===== config.mk =====
export PLATFORM = sky130hd
export DESIGN_NAME = bp_resolve_unit
export DESIGN_NICKNAME = d
export VERILOG_FILES = /design/src/rtl/bp_resolve_unit_pkg.sv /design/src/rtl/bp_resolve_unit_pred_fifo.sv /design/src/rtl/bp_resolve_unit.sv
export SDC_FILE = /design/constraint.sdc
export NUM_CORES = 1
export LEC_CHECK = 0
export BUFFER_PORTS_ARGS = -buffer_cell sky130_fd_sc_hd__buf_4
export CORE_MARGIN = 1
export CORE_UTILIZATION = 30
export CTS_CLUSTER_SIZE = 8
export DETAILED_ROUTE_END_ITERATION = 12
export PLACE_DENSITY_LB_ADDON = 0.1
export SYNTH_ARGS = -nofsm -noshare
export SYNTH_HDL_FRONTEND = slang
export SYNTH_SLANG_ARGS = --single-unit

===== constraint.sdc =====
create_clock -name clk -period 12.3 [get_ports clk]
set_input_delay 3.075 -clock clk [delete_from_list [all_inputs] [get_ports clk]]
set_output_delay 3.075 -clock clk [all_outputs]
set_load 0.02 [all_outputs]

===== src/rtl/bp_resolve_unit_pkg.sv =====
// Shared definitions for the branch resolve unit and the branch predictor.
// Holds the widths, the ex_op encoding and the layout of the update packet,
// so both sides agree on field order.
package bp_resolve_unit_pkg;

  localparam int DBITS    = 32;
  localparam int BHR_BITS = 8;
  localparam int INSTSIZE = 4;

  typedef enum logic [2:0] {
    OP_NONE = 3'd0,
    OP_BEQ  = 3'd1,
    OP_BNE  = 3'd2,
    OP_BLT  = 3'd3,
    OP_BGE  = 3'd4,
    OP_BLTU = 3'd5,
    OP_BGEU = 3'd6,
    OP_JUMP = 3'd7
  } ex_op_e;

  // Field order is MSB first: {is_branch, taken, actual_next_pc, bhr, pc}
  typedef struct packed {
    logic                is_branch;
    logic                taken;
    logic [DBITS-1:0]    actual_next_pc;
    logic [BHR_BITS-1:0] bhr;
    logic [DBITS-1:0]    pc;
  } bp_upd_t;

  localparam int UPD_W = 2 + 2*DBITS + BHR_BITS;

  // One in-flight prediction made by FE
  typedef struct packed {
    logic [DBITS-1:0]    pc;
    logic [DBITS-1:0]    pred_pc;
    logic [BHR_BITS-1:0] bhr;
  } pred_rec_t;

  localparam int REC_W = $bits(pred_rec_t);

endpackage


===== src/rtl/bp_resolve_unit_pred_fifo.sv =====
// bp_pred_fifo: generic synchronous FIFO with a synchronous clear.
// Ports:
//   clk, reset (sync, active-low)
//   clear          empties the FIFO and drops a same-cycle push
//   push, wdata    write side; a push when full is accepted only with a pop
//   pop, rdata     read side; rdata shows the head, pop on empty is ignored
//   full, empty    status
module bp_pred_fifo #(
  parameter int WIDTH = 8,
  parameter int DEPTH = 4
) (
  input  logic             clk,
  input  logic             reset,
  input  logic             clear,
  input  logic             push,
  input  logic [WIDTH-1:0] wdata,
  input  logic             pop,
  output logic [WIDTH-1:0] rdata,
  output logic             full,
  output logic             empty
);

  localparam int AW = (DEPTH > 1) ? $clog2(DEPTH) : 1;
  localparam int CW = $clog2(DEPTH + 1);

  logic [WIDTH-1:0] mem [DEPTH];
  logic [AW-1:0]    rd_ptr;
  logic [AW-1:0]    wr_ptr;
  logic [CW-1:0]    count;
  logic             do_push;
  logic             do_pop;

  assign full    = (count == CW'(DEPTH));
  assign empty   = (count == '0);
  assign do_pop  = pop && !empty;
  // A full FIFO still takes a push when the head leaves in the same cycle
  assign do_push = push && !clear && (!full || do_pop);
  assign rdata   = mem[rd_ptr];

  always_ff @(posedge clk) begin
    if (!reset) begin
      rd_ptr <= '0;
      wr_ptr <= '0;
      count  <= '0;
    end else if (clear) begin
      rd_ptr <= '0;
      wr_ptr <= '0;
      count  <= '0;
    end else begin
      // DEPTH is a power of two, so pointers wrap naturally
      if (do_pop)  rd_ptr <= rd_ptr + AW'(1);
      if (do_push) wr_ptr <= wr_ptr + AW'(1);
      count <= count + CW'(do_push) - CW'(do_pop);
    end
  end

  always_ff @(posedge clk) begin
    if (do_push) mem[wr_ptr] <= wdata;
  end

endmodule


===== src/rtl/bp_resolve_unit.sv =====
// bp_resolve_unit: resolves branches in AGEX against the prediction FE made
// and produces the registered predictor update / redirect packet.
// Ports:
//   clk, reset (sync, active-low)
//   fe_push, fe_pc, fe_pred_pc, fe_bhr   prediction record from FE
//   fe_stall                             record FIFO full
//   ex_valid, ex_pc, ex_op, ex_rs1,
//   ex_rs2, ex_target                    instruction resolving in AGEX
//   bp_upd                               one-cycle update packet to predictor
//   flush, redirect_pc                   mispredict redirect, one cycle
//   seq_err                              sticky FE/AGEX ordering error
//   n_branches, n_mispred                statistics, wrap at 2^32
module bp_resolve_unit
  import bp_resolve_unit_pkg::*;
#(
  parameter int DEPTH = 4
) (
  input  logic                clk,
  input  logic                reset,
  input  logic                fe_push,
  input  logic [DBITS-1:0]    fe_pc,
  input  logic [DBITS-1:0]    fe_pred_pc,
  input  logic [BHR_BITS-1:0] fe_bhr,
  output logic                fe_stall,
  input  logic                ex_valid,
  input  logic [DBITS-1:0]    ex_pc,
  input  logic [2:0]          ex_op,
  input  logic [DBITS-1:0]    ex_rs1,
  input  logic [DBITS-1:0]    ex_rs2,
  input  logic [DBITS-1:0]    ex_target,
  output logic [UPD_W-1:0]    bp_upd,
  output logic                flush,
  output logic [DBITS-1:0]    redirect_pc,
  output logic                seq_err,
  output logic [31:0]         n_branches,
  output logic [31:0]         n_mispred
);

  pred_rec_t        wr_rec;
  pred_rec_t        head;
  logic [REC_W-1:0] head_raw;
  logic             fifo_empty;
  logic             resolve;
  logic             taken;
  logic             is_branch;
  logic [DBITS-1:0] actual_next;
  logic             mispredict;
  bp_upd_t          upd_next;

  assign wr_rec = '{pc: fe_pc, pred_pc: fe_pred_pc, bhr: fe_bhr};

  bp_pred_fifo #(
    .WIDTH(REC_W),
    .DEPTH(DEPTH)
  ) u_fifo (
    .clk   (clk),
    .reset (reset),
    .clear (mispredict),
    .push  (fe_push),
    .wdata (wr_rec),
    .pop   (ex_valid),
    .rdata (head_raw),
    .full  (fe_stall),
    .empty (fifo_empty)
  );

  assign head    = pred_rec_t'(head_raw);
  assign resolve = ex_valid && !fifo_empty;

  always_comb begin
    taken = 1'b0;
    case (ex_op)
      OP_BEQ:  taken = (ex_rs1 == ex_rs2);
      OP_BNE:  taken = (ex_rs1 != ex_rs2);
      OP_BLT:  taken = ($signed(ex_rs1) <  $signed(ex_rs2));
      OP_BGE:  taken = ($signed(ex_rs1) >= $signed(ex_rs2));
      OP_BLTU: taken = (ex_rs1 <  ex_rs2);
      OP_BGEU: taken = (ex_rs1 >= ex_rs2);
      OP_JUMP: taken = 1'b1;
      default: taken = 1'b0;
    endcase
  end

  assign is_branch   = (ex_op != OP_NONE);
  assign actual_next = taken ? ex_target : ex_pc + DBITS'(INSTSIZE);
  // Non-branches are checked too: FE may have predicted a taken branch there
  assign mispredict  = resolve && (actual_next != head.pred_pc);

  assign upd_next = '{is_branch:      is_branch,
                      taken:          taken,
                      actual_next_pc: actual_next,
                      bhr:            head.bhr,
                      pc:             ex_pc};

  always_ff @(posedge clk) begin
    if (!reset) begin
      bp_upd      <= '0;
      flush       <= 1'b0;
      redirect_pc <= '0;
      seq_err     <= 1'b0;
      n_branches  <= '0;
      n_mispred   <= '0;
    end else begin
      bp_upd      <= resolve ? upd_next : '0;
      flush       <= mispredict;
      redirect_pc <= mispredict ? actual_next : '0;
      if (ex_valid && (fifo_empty || head.pc != ex_pc)) seq_err <= 1'b1;
      if (resolve) begin
        n_branches <= n_branches + 32'(is_branch);
        n_mispred  <= n_mispred + 32'(mispredict && is_branch);
      end
    end
  end

endmodule

==> parameters.txt, run 1 <==
Parameter                              Value

Run status
  Result of the run    completed

Job
  Total of max-cap violations    0

Synthesis
  Most common cell in the netlist    edfxtp_1
  Sequential area share after synthesis    62.0%
  Ys flop type    edfxtp_1
  Area share of the largest cell type after synthesis    43.7%
  Nets in the synthesized netlist    ~1,700
  Unique cell type count in the Yosys netlist    58
  Count of flip-flops with a built-in enable after synthesis    about 290
  Async SR Flop Fraction    0%
  Area of the mapped netlist    approximately 0.020 mm²
  Number of instances in the synthesized netlist    about 1,500
  Flip-flop and latch count after synthesis    469
  Library cell with the largest summed area after synthesis    edfxtp_1
  Post-synthesis average cell area    13.4 µm²
  Post-synth top cells    edfxtp_1, dfxtp_1, nor2_1, xnor2_1, xor2_1
  Main area contributors after synthesis    edfxtp_1, dfxtp_1, mux4_2
  Count of yosys warnings during synthesis    0

Critical path
  Startpoint-to-endpoint class of the critical path    primary input to flip-flop
  CP Data Arrival Time    7.71 ns
  Cell occurring most often along the worst timing path    buf_4
  Crit Path Max Fanout    44
  Worst endpoint required time    12.51 ns
  Sum of buffers and inverters on the critical path    4
  Critical path's largest stage delay    ~0.7 ns
  Critical-path top delay cell    buf_4
  Kind of cell with the highest combined delay on the critical path    buffers and inverters
  Critical path cell sequence    buf_4, ha_1, nand4_1, nor4_1, nand2_1, o21ai_0, o211a_1, o21ai_0, nand3_2, buf_4, mux2_2, a21oi_4, buf_4, buf_4
  Category of the worst setup path launch point    primary input
  Kind of end point of the critical path    flip-flop

Global route
  Global-route total usage across every layer    between 10% and 20%
  Via count of the first global-routing pass    13,595
  Global route overflow    0
  First-pass GRT wire length    around 90 mm
  Initial antenna violation count    8
  Largest net degree at the start of global routing    69

Clock network
  Number of buffers on the longest clock path    3
  CTS tree    done
  Setup bufs post-CTS    0
  Clk root buf    clkbuf_16
  Sinks on Clock Net    469
  Clock transition at the registers of the reported paths    0.05 ns
  Total of cells resized after clock tree synthesis    0
  Number of CTS-inserted buffers    between 60 and 70
  # H-tree levels    3
  Clock latency on the worst-skew pair    0.60 ns
  Number of buffers inserted for hold repair after clock tree synthesis    0

Timing
  FMAX    0.133 GHz
  Count of pins over their slew limit    0
  # setup viols final    0
  Unrepaired setup endpoints after global routing    false
  Worst-case hold slack    0.483 ns
  Slack of the critical path    4.81 ns
  Clk_skew    0.0220 ns
  Worst Tran Pin Value    0.944 ns
  Sum Neg Setup Slack    0 ns
  Worst rel slew slack    36.4%
  Count of final hold-check violations    0
  Minimum clock period    7.49 ns
  Final cycle utilization of the critical path    60.9%

Drt
  Total vias in the final route    13,235
  Post-DRT Antenna Nets    0
  Total routed wirelength    between 60 and 70 mm
  DRT Pass-1 Iters    5
  Wirelength per Cell    around 23 µm
  Via-per-instance ratio    around 4.8
  Iteration-0 DRC count of the detailed router    647
  DRC    0

Final layout
  Share of post-route cells with drive strength above 1    30.3%
  Count of nets after finishing    approximately 2,100
  Layout overhead on the synthesized area    29.3%

Die
  Die ar.    0.0670 mm²
  Die width    roughly 260 µm
  Number of I/O pins    380
  Site Rows    93
  Placeable Area    0.0648 mm²
  Vertical die dimension    259 µm
  Initial core utilization    30.5%

Pwr
  Register share of total power    about 44%
  Power density relative to cell area    170 mW/mm²
  VDD IR-drop max    0.0994 mV
  Lkg Pwr    around 9.7 nW
  Net switching fraction of the power    26.9%
  Part of the total power dissipated in combinational logic    16.8%
  Internal    3.18 mW
  Relative contribution of the clock network to total power    about 40%
  Switching component of the power    about 1.2 mW

Placement
  HPWL after DPL    45.7 mm
  Gp weighted congestion    about 0.8
  Buffers on Ports    between 300 and 400
  Post-placement worst setup slack    4.13 ns

Min path
  Type of the worst min-delay path    flip-flop to flip-flop
## power by group through the flow
stage	Combinational (mW)	Clock (mW)	Sequential, mW
floorplan	0.342	0	1.99
detailed placement	0.747	0	1.92
CTS	0.749	1.79	1.89
global placement	0.745	0	1.92
global route	0.790	1.84	1.90
finish	0.731	1.73	1.89
## layer usage
metal  up-vias  track usage [%]  part of all wire [%]
met2       368             31.2                    49
met4        10             6.18                   2.6
met5         -                0                  0.11
met1      6540             23.8                    43
met3        95             4.43                   5.5
li1       6222                -                     -
## worst paths after layout
check	to	start	slack, ns	cells after the start
max	u_fifo.mem[2][21]	ex_rs1[31]	4.81	14
min	n_branches[0]	n_branches[0]	0.48	2
max reg2reg	u_fifo.mem[2][21]	flip-flop	6.97	12
min reg2reg	n_branches[0]	n_branches[0]	0.48	2
## state kept, by name (all words and copies together) (netlist names), named ones only
name,cells
bp_upd,74
flush,1
n_branches,32
n_mispred,32
redirect_pc,32
seq_err,1
u_fifo.count,3
u_fifo.mem,288
u_fifo.rd_ptr,2
u_fifo.wr_ptr,2
## worst register-to-register path: stages, from the launching register on
cell and delay, ns:
dfxtp_4 0.83, buf_4 0.69, mux2i_1 0.31, nand2_1 0.07, o21ai_0 0.38, xnor2_1 0.21, o2111ai_1 0.13, nor4_1 0.24
nand4_1 0.21, mux2_2 0.51, a21oi_4 0.20, buf_4 0.46, buf_4 0.70
## stage by stage
stage	area (µm²)	utilization [%]	instances	power, mW
after detailed placement	23600	36.4	2656	2.67
after floorplan	19800	-	1478	2.33
after global placement	23600	36.4	2656	2.66
after global routing	25600	39.4	2773	4.54
final	25600	39.5	2775	4.35
after CTS	25600	39.4	2772	4.43
## cell usage in the layout, fill, tap and decap left out, types with 5 or more instances in the layout
cell type  netlist  layout
buf_4            1     396
mux4_2          57      57
and2_1          11      11
edfxtp_1       288     288
dfxtp_1        181     179
xor2_1          71      71
o21ai_0         21      21
mux2i_1         45      44
or3_1           13      13
clkbuf_16        0      68
nand2_1         66      65
clkbuf_1        47      40
o21a_1           5       5
a21o_1           7       7
nor3_1          47      47
nand3_1         37      36
nand4_1         48      48
nor2_1         116     116
nor4_1          13      12
xnor2_1         93      93
and3_1          45      45
ha_1            43      43
and4_1          18      18
mux2_2          27      27
a21oi_1         34      30
inv_1           65      65
## kinds of logic (layout without fill, tap and decap cells)
group / count (synthesis) / in the layout / synth area share [%]
flip-flops: 469 / 469 / 62.0
AND/OR/NAND/NOR: 426 / 426 / 11.0
XOR/XNOR: 167 / 167 / 7.61
buffers and inverters: 140 / 579 / 2.82
multiplexers: 129 / 129 / 10.3
AO/OA/AOI/OAI: 103 / 103 / 3.43
adder cells (fa/ha/maj): 44 / 44 / 2.82
other: 0 / 3 / 0
## layout make-up
cell class | count | area (µm²)
multi-input combinational | 869 | 7020
clock inverter | 7 | 106
timing repair buffer | 396 | 2970
antenna | 3 | 7.51
tap | 855 | 1070
fill | 6235 | 39200
inverter | 67 | 251
sequential | 469 | 12300
clock buffer | 109 | 1870
Note: power is estimated with default switching activity, not from simulation.
==> run 2, diff against run 1 <==
==> constraint.sdc (replaced) <==
create_clock -name clk -period 7.5 [get_ports clk]
set_input_delay 1.875 -clock clk [delete_from_list [all_inputs] [get_ports clk]]
set_output_delay 1.875 -clock clk [all_outputs]
set_load 0.02 [all_outputs]
==> run 2 against run 1 <==
  * Critical path depth up 3
  * Largest power group unchanged
  * Setup slack worse by 3.1 ns
  * Flip-flop and latch count unchanged
  * Cell area up 0.58%
  * Power up 67%
  * Sequential power up 64%
  * Combinational power up 66%
  * Sequential share of layout area down 0.28 points
  * Clock power up 70%
  * Register-to-register slack worse by 4.4 ns
  * Highest routed layer unchanged
  * Count of clock-buffer cells in the layout up 3
  * Global-route usage about the same
==> parameters.txt, run 2 (synthesis gave the netlist of run 1 again) <==
Parameter                              Value

Pwr
  Power density relative to cell area    282 mW/mm²
  VDD IR-drop max    between 0.1 and 0.15 mV
  Total power    7.25 mW
  Lkg Pwr    9.76 nW

Placement
  Gp weighted congestion    around 0.84
  HPWL after DPL    45.2 mm
  Post-Place Cell Area    ~0.024 mm²
  Post-placement worst setup slack    1.06 ns
  Buffers on Ports    around 380
  Cell count after placement    2,654

Timing
  Slack of the critical path    about 1.7 ns
  FMAX    between 0.15 and 0.2 GHz
  Final cycle utilization of the critical path    77.2%
  Clk_skew    0.0277 ns
  Minimum clock period    just under 6 ns
  # setup viols final    0
  Worst rel slew slack    around a third
  Worst Tran Pin Value    0.995 ns
  Unrepaired setup endpoints after global routing    false
  Count of pins over their slew limit    0
  Count of final hold-check violations    0

Critical path
  Launching instance or port of the critical path    ex_rs1[31]
  Worst Reg-to-Reg Cells    15
  CP Data Arrival Time    around 6.3 ns
  Crit Path Max Fanout    9
  Capture point of the critical path    n_mispred[31]
  Category of the worst setup path launch point    primary input
  Worst endpoint required time    7.96 ns
  R2R setup slack    2.59 ns
  Startpoint-to-endpoint class of the critical path    primary input to flip-flop
  Kind of end point of the critical path    flip-flop
  Worst R2R End    u_fifo.count[2]

Job
  Total of max-cap violations    0

Global route
  Global-route total usage across every layer    18.7%
  First-pass GRT wire length    slightly above 90 mm
  Via count of the first global-routing pass    13,567
  Initial antenna violation count    2
  Largest net degree at the start of global routing    73
  Global route overflow    0

Clock network
  # H-tree levels    3
  Clk root buf    clkbuf_16
  Total of cells resized after clock tree synthesis    0
  Number of CTS-inserted buffers    just under 70
  Number of buffers inserted for hold repair after clock tree synthesis    0
  Clock latency on the worst-skew pair    0.61 ns
  Sinks on Clock Net    469
  Number of buffers on the longest clock path    3
  Clock transition at the registers of the reported paths    0.05 ns
  Setup bufs post-CTS    0
  CTS tree    done

Drt
  Via-per-instance ratio    between 4 and 5
  DRC    0
  Post-DRT Antenna Nets    0
  DRT Pass-1 Iters    5
  Wirelength per Cell    22.7 µm
  Iteration-0 DRC count of the detailed router    681
  Total vias in the final route    13,187
  Total routed wirelength    about 63 mm

Min path
  Type of the worst min-delay path    flip-flop to flip-flop

Final layout
  Max FFs per register    about 290
  Antenna Cells    0
  Most common cell after layout, fill and taps aside    buf_4
  Count of nets after finishing    between 2,000 and 2,500
  Share of post-route cells with drive strength above 1    30.3%
  Biggest regs    u_fifo.mem (288), bp_upd (74)
  Register ranked first by flip-flop count    u_fifo.mem
  Most used cells in the layout excluding fill and tap cells    buf_4, edfxtp_1, dfxtp_1, nor2_1, xnor2_1
  Post-Layout Cell Count    2,774
  Layout overhead on the synthesized area    30.0%
  Final Util    39.7%
  Post-route cell area    0.0257 mm²

Die
  Die ar.    0.0670 mm²
  Placeable Area    0.0648 mm²
  Site Rows    93
  Initial core utilization    30.5%
  Number of I/O pins    380
  Vertical die dimension    259 µm
  Die width    259 µm

Run status
  Result of the run    completed
run 2: final cells by class:
type                            instances  area, µm²
Clock buffer                          112       1900
Clock inverter                          8        195
Fill cell                            6161      39100
Inverter                               67        251
Multi-Input combinational cell        869       7020
Sequential cell                       469      12300
Tap cell                              855       1070
Timing Repair Buffer                  394       3010
run 2: worst min-delay path by stage:
stage | from | endpoint | cells past startpoint
6_report | seq_err | seq_err | 2
5_1_grt | n_branches[0] | n_branches[0] | 2
4_1_cts | n_branches[0] | n_branches[0] | 2
3_5_place_dp | seq_err | seq_err | 2
3_3_place_gp | seq_err | seq_err | 2
2_1_floorplan | u_fifo.rd_ptr[0] | flip-flop | 2
run 2: worst max-delay path: stages:
cell	delay, ns
buf_4	0.11
ha_1	0.38
nand4_1	0.23
nor4_1	0.49
nand2_1	0.13
o21ai_0	0.38
nor3_1	0.12
o21ai_0	0.23
nand3_2	0.22
mux2i_4	0.26
nor3_1	0.14
ha_1	0.19
and4_1	0.41
and4_1	0.40
or3b_2	0.48
xor2_1	0.14
nor2_1	0.05
run 2: metal layers:
layer	vias up	track usage (%)	share of wire [%]
li1	6213	-	-
met1	6517	23.7	43
met2	375	31.7	49
met3	78	4.52	5.7
met4	4	5.00	2.1
met5	-	0	0.038
run 2: through the flow:
step                      TNS [ns]  hold slack, ns
after CTS                        0           0.490
after detailed placement         0           0.478
after floorplan            -235.49           0.479
after global routing             0           0.511
final                            0           0.483
after global placement           0           0.465
run 2: power breakdown:
part	leakage, nW	switching [mW]	internal, mW
Clock	0.988	1.19	1.76
Combinational	4.67	0.721	0.484
Sequential	4.10	0.0729	3.03
